==> config.mk <==
export PLATFORM = sky130hd
export DESIGN_NAME = code_1
export DESIGN_NICKNAME = d
export VERILOG_FILES = /design/src/rtl/code_1.sv
export SDC_FILE = /design/constraint.sdc
export NUM_CORES = 1
export LEC_CHECK = 0
export BUFFER_PORTS_ARGS = -buffer_cell sky130_fd_sc_hd__clkbuf_2
export CAP_MARGIN = 20
export CORE_AREA = 2 2 39 41
export CTS_CLUSTER_DIAMETER = 120
export DETAILED_ROUTE_END_ITERATION = 8
export DIE_AREA = 0 0 41 43
export PLACE_DENSITY = 0.64
export SLEW_MARGIN = 10
export SYNTH_ARGS = -nofsm -noshare
export SYNTH_HDL_FRONTEND = slang
export SYNTH_SLANG_ARGS = --single-unit
==> constraint.sdc <==
create_clock -name clk -period 1.7 [get_ports clk]
set_clock_uncertainty 0.15 [all_clocks]
set_input_delay 0.425 -clock clk [delete_from_list [all_inputs] [get_ports clk]]
set_output_delay 0.425 -clock clk [all_outputs]
set_load 0.005 [all_outputs]
==> src/rtl/code_1.sv <==
// Registered two-operand AND/OR/XOR/ADD unit with one pipeline stage.
// Optional macro CODE_1_SAT_EN: ADD saturates to all-ones instead of wrapping.
module code_1 #(
  parameter int unsigned WIDTH = 3
) (
  input  logic             clk,
  input  logic             rst_n,
  input  logic             in_valid,
  input  logic [1:0]       op,
  input  logic [WIDTH-1:0] a,
  input  logic [WIDTH-1:0] b,
  output logic [WIDTH-1:0] c,
  output logic             out_valid,
  output logic             carry
);

  typedef enum logic [1:0] {
    OP_AND = 2'b00,
    OP_OR  = 2'b01,
    OP_XOR = 2'b10,
    OP_ADD = 2'b11
  } op_e;

  logic [WIDTH:0]   sum;
  logic [WIDTH-1:0] c_d, c_q;
  logic             carry_d, carry_q;
  logic             valid_q;

  assign sum = {1'b0, a} + {1'b0, b};

  always_comb begin
    c_d     = '0;
    carry_d = 1'b0;
    unique case (op_e'(op))
      OP_AND: c_d = a & b;
      OP_OR:  c_d = a | b;
      OP_XOR: c_d = a ^ b;
      OP_ADD: begin
        carry_d = sum[WIDTH];
`ifdef CODE_1_SAT_EN
        c_d = sum[WIDTH] ? '1 : sum[WIDTH-1:0];
`else
        c_d = sum[WIDTH-1:0];
`endif
      end
      default: c_d = '0;
    endcase
  end

  // Result and carry load only on accepted inputs so idle cycles hold them.
  always_ff @(posedge clk) begin
    if (!rst_n) begin
      c_q     <= '0;
      carry_q <= 1'b0;
      valid_q <= 1'b0;
    end else begin
      valid_q <= in_valid;
      if (in_valid) begin
        c_q     <= c_d;
        carry_q <= carry_d;
      end
    end
  end

  assign c         = c_q;
  assign carry     = carry_q;
  assign out_valid = valid_q;

endmodule

---- Yosys cells after proc, flatten, opt, wreduce, memory -nomap -nowiden ----
Cells that the tools add are included.
storage, ports and cells
  register bits ........................... 5
  bits in latches ......................... 0
  RAM bits ................................ 0
  memory bits (read-only) ................. 0
  bits of input ports ..................... 11
  output and inout port bits .............. 5
  memories kept ........................... 0
operators by class
  add/subtract/negate cells ............... 1
  multiply operators ...................... 0
  div/mod/pow operators ................... 0
  $lt $le $gt $ge ......................... 0
  equal/unequal tests ..................... 3
  shift-type cells ........................ 0
  mux-type cells .......................... 2
  bitwise gates (word level) .............. 3
  reduce and logical (&&, ||, !) cells .... 1
operators with widths
  operator            count
  $pmux 3 s4          1
  $add 3x3->4         1
  $eq 2x2->1 const B  2
  $and 3x3->3         1
  $or 3x3->3          1
  $xor 3x3->3         1
  $eq 2x1->1 const B  1
  $logic_not 2->1     1
  $mux 1              1

---- Depth between registers and ports, before layout ----
Gate-level depths: netlist (run 1).
  depth after elaboration ................. 2
  depth in mapped cells ................... 6
  mapped depth without buffers ............ 6

---- Worst setup path before layout (run 1) ----
No wires, ideal clock.
  path kind ............................... input to register
  start ................................... input a[0]
  end ..................................... register c_q[2], in the netlist c[2]
  arrival time ............................ 1.403 ns
  data required time ...................... 1.417 ns
  setup slack ............................. 0.013 ns
  stages on the path ...................... 6
  cell sequence ........................... ha_1 -> inv_1 -> fa_1 -> and2b_1 -> xnor2_1 -> o221ai_1
between the ends
  word-level cells in the longest chain between the ends .. 2
RTL lines
  what                    line  source
  start: declaration      10    input logic [WIDTH-1:0] a,
  $add 3x3->4             29    assign sum = {1'b0, a} + {1'b0, b};
  $pmux 3 s4              34    unique case (op_e'(op))
  end signal: assignment  53    c_q <= '0;
  end signal: assignment  59    c_q <= c_d;
  end: declaration        25    logic [WIDTH-1:0] c_d, c_q;
Every way passes these cells.
A chain may end at the register's enable or synchronous reset.

---- Final worst setup path (run 1) ----
Ends and elaborated chain as after synthesis.

==> flow_metrics.py, run 1 <==
metrics = {
    "global_routing": {
        "grt_pass1_vias": 334,
        "grt_start_max_net_pins": 10,
        "track_usage_pct": 10.9,
        "grt_pass1_wl_mm": 1.32,
        "grt_antenna_before_repair": 0,
        "grt_overflow": 0,
    },
    "power": {
        "power.density_nw_per_um2": 682,
        "switchingPower_uw": 95.9,
        "combPwrFrac_pct": 23.0,
        "irDropWorstVdd_v": 0.000302,
        "power_frac_clock_pct": 40.2,
        "p_leak_uw": 0.000272,
        "swShare_pct": 27.4,
        "seq_power_share_pct": 36.8,
        "internal-power_uw": 255,
    },
    "sta": {
        "setup_viol": 0,
        "max_freq_ghz": 0.648,
        "tightest_slew_ns": 0.172,
        "rsz0062_at_grt": "false",
        "max-slew-margin-rel_pct": 88.4,
        "period_share_pct": 90.8,
        "min_period_ns": 1.54,
        "hold_viol_final": 0,
        "maxSlewViolCount": 0,
        "postLayoutSetupSlackWorst_ns": 0.156,
    },
    "floorplanning": {
        "fp.dieH_um": 43,
        "rows": 14,
        "initial_core_util_pct": 28.4,
        "design.core.area_um2": 1380,
        "die_width_um": 41,
        "die_area_um2": 1760,
        "io_pins": 16,
    },
    "synth": {
        "synth-seq-cells": 5,
        "ys_warn_count": 0,
        "synth_area_leader_cell": "dfxtp_1",
        "synth_area_um2": 393,
        "synth_top_area_share_pct": 25.5,
        "synthArstFlopShare_pct": 0,
        "yosysUniqueCellTypes": 20,
        "synth_area_leaders": "dfxtp_1, ha_1, inv_1",
        "synth_edf_count": 0,
        "syn_inst": 46,
        "syn_nets": 64,
        "ys_seq_area_share_pct": 25.5,
        "synthFlopType": "dfxtp_1",
        "syn_avg_cell_area_um2": 8.54,
    },
    "detailed_routing": {
        "drt_wl_total_um": 765,
        "num_vias": 375,
        "first_pass_iters": 4,
        "wl_met3_um": 49,
        "drt-met1-wl_um": 337,
        "route.detailed.drc": 0,
        "ant_nets": 0,
        "wl_per_cell_um": 9.44,
        "via_per_inst": 4.63,
        "route.met2.wl_um": 378,
        "drt_iter0_markers": 8,
        "top_layer": "met3",
    },
    "cells_and_area": {
        "fin_area_um2": 514,
        "fillCellCount": 157,
        "n_antenna_cell": 0,
        "layout_common_cells": "clkbuf_2, inv_1, ha_1",
        "layout.nets": 84,
        "layout-drive-gt1-share_pct": 30.8,
        "fin_cells": 81,
        "layout_commonest_cell": "clkbuf_2",
        "syn_to_final_growth_pct": 30.9,
    },
    "setup_path": {
        "crit_path_start": "a[0]",
        "crit_arrival_ns": 1.51,
        "worstPathRequired_ns": 1.66,
        "critPathLaunchType": "input pin",
        "rr_worst_depth": 2,
        "r2r_end": "c[0]$_SDFFE_PN0P_",
        "reg2reg_slack_ns": 0.91,
        "path_class": "in -> reg",
        "crit_path_end": "c[2]$_SDFFE_PN0P_",
        "cp_max_fo": 2,
        "critPathCaptureType": "flip-flop",
        "rr_startpoint": "c[0]$_SDFFE_PN0P_",
    },
    "cts": {
        "cts_made_buffers": 3,
        "clk_latency_ns": 0.24,
        "ctsHoldBuffers": 0,
        "cts_buffer_depth": 2,
        "htree_levels": 1,
        "cts.sinks": 5,
        "cts_resized": 0,
        "cts_setup_buffers": 0,
        "clk_pin_slew_ns": 0.04,
        "clockRootBuffer": "clkbuf_4",
        "cts_tree": "built",
    },
    "placed_design": {
        "place.gp.congestion": 0.826,
        "dpl.cell_count": 77,
        "dpl-instance-area_um2": 488,
        "dp_hpwl_um": 619,
        "io_buffers": 15,
        "place_ws_ns": -0.110,
    },
    "min_path": {
        "hold_path_class": "in -> reg",
    },
    "run_status": {
        "status": "complete, no violations",
    },
    "job": {
        "drv_cap": 0,
    },
}
[Yosys cell counts (2+ instances only)]
master and n:
o21ai_0 3, nand3b_1 4, nor2b_1 2, o221ai_1 2
nand2_1 2, inv_1 8, ha_1 6, a21oi_1 3
dfxtp_1 5
[stage by stage]
| step | hold WS (ns) | utilization (%) | power [uW] | setup TNS (ns) |
|---|---|---|---|---|
| after floorplan | 0.325 | - | 178 | 0 |
| after global placement | 0.326 | 35.3 | 211 | -0.149 |
| after detailed placement | 0.344 | 35.3 | 212 | -0.184 |
| after CTS | 0.320 | 37.2 | 355 | 0 |
| after global routing | 0.336 | 37.2 | 378 | 0 |
| final | 0.326 | 37.2 | 350 | 0 |
[power by group through the flow]
stage	logic [uW]	clock network, uW	registers (uW)
finish	80.5	141	129
CTS	81.2	145	129
global route	93.3	154	130
floorplan	45.8	0	132
global placement	80.0	0	131
detailed placement	80.6	0	131
[cell type report]
type,count,area (um^2),share of cell area (%)
inverters,8,30.0,5.84
multi-input cells,32,255,49.6
flip-flops and latches,5,100,19.5
clock buffers,4,26.3,5.11
repair buffers,16,82.6,16.1
well taps,16,20.0,3.89
[logic make-up (layout without fill, tap and decap cells)]
family | count (synthesis) | count (layout) | synth area share, %
AOI/OAI and AO/OA | 11 | 11 | 17.8
buffers and inverters | 9 | 28 | 9.56
xor gates and xnor gates | 1 | 1 | 2.23
adders and majority gates | 7 | 7 | 24.2
and+or+nand+nor | 13 | 13 | 20.7
DFF | 5 | 5 | 25.5
[worst min path at each step]
| stage | startpoint | cells past startpoint | slack, ns | to |
|---|---|---|---|---|
| floorplan | carry$_SDFFE_PN0P_ | 2 | 0.32 | carry$_SDFFE_PN0P_ |
| global placement | carry$_SDFFE_PN0P_ | 2 | 0.33 | carry$_SDFFE_PN0P_ |
| detailed placement | carry$_SDFFE_PN0P_ | 2 | 0.34 | carry$_SDFFE_PN0P_ |
| CTS | in_valid | 2 | 0.32 | c[0]$_SDFFE_PN0P_ |
| global route | in_valid | 2 | 0.34 | c[0]$_SDFFE_PN0P_ |
| finish | in_valid | 2 | 0.33 | c[0]$_SDFFE_PN0P_ |
[flip-flops by register name (all words and copies together), names as in the netlist]
name	cells
c	3
carry	1
out_valid	1
[metal layers]
layer  track usage, %  vias to the layer above
met5                0                        -
met4             4.00                        0
met3             4.71                        0
met2             15.6                       10
met1             13.9                      170
li1                 -                      195
[critical path, cell delays in order]
cell      delay (ns)
clkbuf_2        0.09
ha_1            0.16
inv_1           0.06
fa_1            0.34
and2b_1         0.20
xnor2_1         0.11
o221ai_1        0.12
(Power assumes the default switching activity.)
==> inputs of run 2 (changes only) <==
CTS_CLUSTER_DIAMETER = 40   (was 120)
PLACE_DENSITY = 0.62   (was 0.64)
clock period = 2 ns   (was 1.7 ns; I/O delays follow)
==> run 2 against run 1 <==
Critical path depth stayed put. Worst hold slack better by 0.019 ns. Non-clock buffer count is 1 lower. Sequential power is 16% lower. Largest cell class unchanged. Design area is 1.5% lower. Total power is 16% lower. Critical path type unchanged. Core utilization is 0.54 points lower. Largest power group unchanged. Combinational power is 18% lower. Die area stayed put. Routed wire length is 5.8% lower. Highest routed layer is now met4. First-iteration DRC count is 38% lower. Critical endpoint unchanged.
==> flow_metrics.py, run 2 (synthesis results as in run 1) <==
metrics = {
    "placed_design": {
        "dpl.cell_count": 76,
        "place.gp.congestion": 0.719,
        "io_buffers": 15,
        "dpl-instance-area_um2": 480,
        "dp_hpwl_um": 581,
    },
    "setup_path": {
        "path_class": "in -> reg",
        "cp.depth": 7,
        "crit_path_start": "a[0]",
        "path_delay_family": "adder cells",
        "crit_arrival_ns": 1.64,
        "r2r_end": "c[0]$_SDFFE_PN0P_",
        "worstPathCellList": "clkbuf_2 -> ha_1 -> inv_1 -> fa_1 -> and2b_1 -> xnor2_1 -> o221ai_1",
        "critPathLaunchType": "input pin",
        "reg2reg_slack_ns": 1.22,
        "rr_startpoint": "c[0]$_SDFFE_PN0P_",
        "rr_worst_depth": 2,
        "cp.buffers_inverters": 2,
        "critPathCaptureType": "flip-flop",
        "worstPathRequired_ns": 1.96,
        "crit_path_end": "c[2]$_SDFFE_PN0P_",
        "cpPeakStageDelay_ns": 0.34,
        "cp_max_fo": 3,
        "crit_slowest_cell": "fa_1",
    },
    "power": {
        "seq_power_share_pct": 37.0,
        "combPwrFrac_pct": 22.2,
        "irDropWorstVdd_v": 0.000248,
        "swShare_pct": 27.2,
        "p_leak_uw": 0.000267,
        "power.density_nw_per_um2": 583,
        "switchingPower_uw": 80.4,
        "power_frac_clock_pct": 40.7,
        "internal-power_uw": 215,
    },
    "detailed_routing": {
        "route.met2.wl_um": 349,
        "drt_wl_total_um": 721,
        "drt_iter0_markers": 5,
        "wl_per_cell_um": 9.01,
        "num_vias": 358,
        "top_layer": "met4",
        "wl_met3_um": 45,
        "via_per_inst": 4.48,
        "route.detailed.drc": 0,
        "first_pass_iters": 2,
        "ant_nets": 0,
        "drt-met1-wl_um": 320,
    },
    "cells_and_area": {
        "fin_area_um2": 507,
        "layout_common_cells": "clkbuf_2, inv_1, ha_1",
        "fillCellCount": 161,
        "layout-drive-gt1-share_pct": 29.7,
        "largest_reg_flops": 3,
        "layout_commonest_cell": "clkbuf_2",
        "n_antenna_cell": 0,
        "fin_cells": 80,
        "syn_to_final_growth_pct": 29.0,
        "layout.nets": 83,
    },
    "floorplanning": {
        "fp.dieH_um": 43,
        "rows": 14,
        "io_pins": 16,
        "design.core.area_um2": 1380,
        "die_area_um2": 1760,
        "initial_core_util_pct": 28.4,
        "die_width_um": 41,
    },
    "cts": {
        "clk_pin_slew_ns": 0.05,
        "cts_buffer_depth": 2,
        "htree_levels": 1,
        "clockRootBuffer": "clkbuf_4",
        "cts_made_buffers": 3,
        "clk_latency_ns": 0.25,
        "ctsHoldBuffers": 0,
        "cts_setup_buffers": 0,
        "cts.sinks": 5,
        "cts_tree": "built",
        "cts_resized": 0,
    },
    "global_routing": {
        "grt_start_max_net_pins": 10,
        "grt_antenna_before_repair": 0,
        "grt_pass1_vias": 350,
        "grt_pass1_wl_mm": 1.27,
        "track_usage_pct": 10.4,
        "grt_overflow": 0,
    },
    "sta": {
        "setup_viol": 0,
        "min_period_ns": 1.68,
        "maxSlewViolCount": 0,
        "period_share_pct": 84.0,
        "max-slew-margin-rel_pct": 89.0,
        "rsz0062_at_grt": "false",
        "fin_setup_tns_ns": 0,
        "tightest_slew_ns": 0.164,
        "max_freq_ghz": 0.595,
        "hold_viol_final": 0,
    },
    "job": {
        "drv_cap": 0,
    },
    "min_path": {
        "hold_path_class": "reg -> reg",
    },
    "run_status": {
        "status": "complete, no violations",
    },
}
run 2: cell count changes in the layout (fill, tap and decap cells not counted), sizes merged:
cell  delta
buf      -1
run 2: worst min-delay path by stage:
stage | from | slack, ns | end | depth (start not counted)
3_3_place_gp | carry$_SDFFE_PN0P_ | 0.33 | carry$_SDFFE_PN0P_ | 2
2_1_floorplan | carry$_SDFFE_PN0P_ | 0.32 | carry$_SDFFE_PN0P_ | 2
3_5_place_dp | carry$_SDFFE_PN0P_ | 0.34 | carry$_SDFFE_PN0P_ | 2
4_1_cts | carry$_SDFFE_PN0P_ | 0.35 | carry$_SDFFE_PN0P_ | 2
5_1_grt | carry$_SDFFE_PN0P_ | 0.40 | carry$_SDFFE_PN0P_ | 2
6_report | carry$_SDFFE_PN0P_ | 0.34 | carry$_SDFFE_PN0P_ | 2
run 2: metrics by stage:
step	worst slack, ns	hold slack [ns]	total power [uW]	utilization, %
2_1_floorplan	0.238	0.325	151	-
4_1_cts	0.314	0.348	300	36.6
6_report	0.321	0.344	296	36.6
5_1_grt	0.218	0.397	318	36.6
3_3_place_gp	0.0804	0.325	177	34.7
3_5_place_dp	0.0569	0.336	178	34.7
run 2: final cells by class:
cell class	instances	area, um^2	share of cell area (%)
Clock buffer	4	26.3	5.19
Inverter	8	30.0	5.93
Multi-Input combinational cell	32	255	50.4
Sequential cell	5	100	19.8
Tap cell	16	20.0	3.95
Timing Repair Buffer	15	75.1	14.8
run 2: metal layers:
layer	GRT usage, %	up-vias
li1	-	191
met1	13.5	156
met2	14.7	9
met3	4.71	2
met4	4.00	0
met5	0	-
run 2: worst reg2reg max path, delay by kind of cell, from the launching register on:
| kind | cells | cell delay (ns) |
|---|---|---|
| AOI/OAI and AO/OA | 2 | 0.21 |
| DFF | 1 | 0.30 |
run 2: power groups by stage:
| stage | combinational, uW | sequential [uW] | clock, uW |
|---|---|---|---|
| 2_1_floorplan | 38.9 | 112 | 0 |
| 3_3_place_gp | 65.6 | 111 | 0 |
| 3_5_place_dp | 66.7 | 111 | 0 |
| 4_1_cts | 67.3 | 110 | 123 |
| 5_1_grt | 76.4 | 111 | 131 |
| 6_report | 65.7 | 109 | 120 |
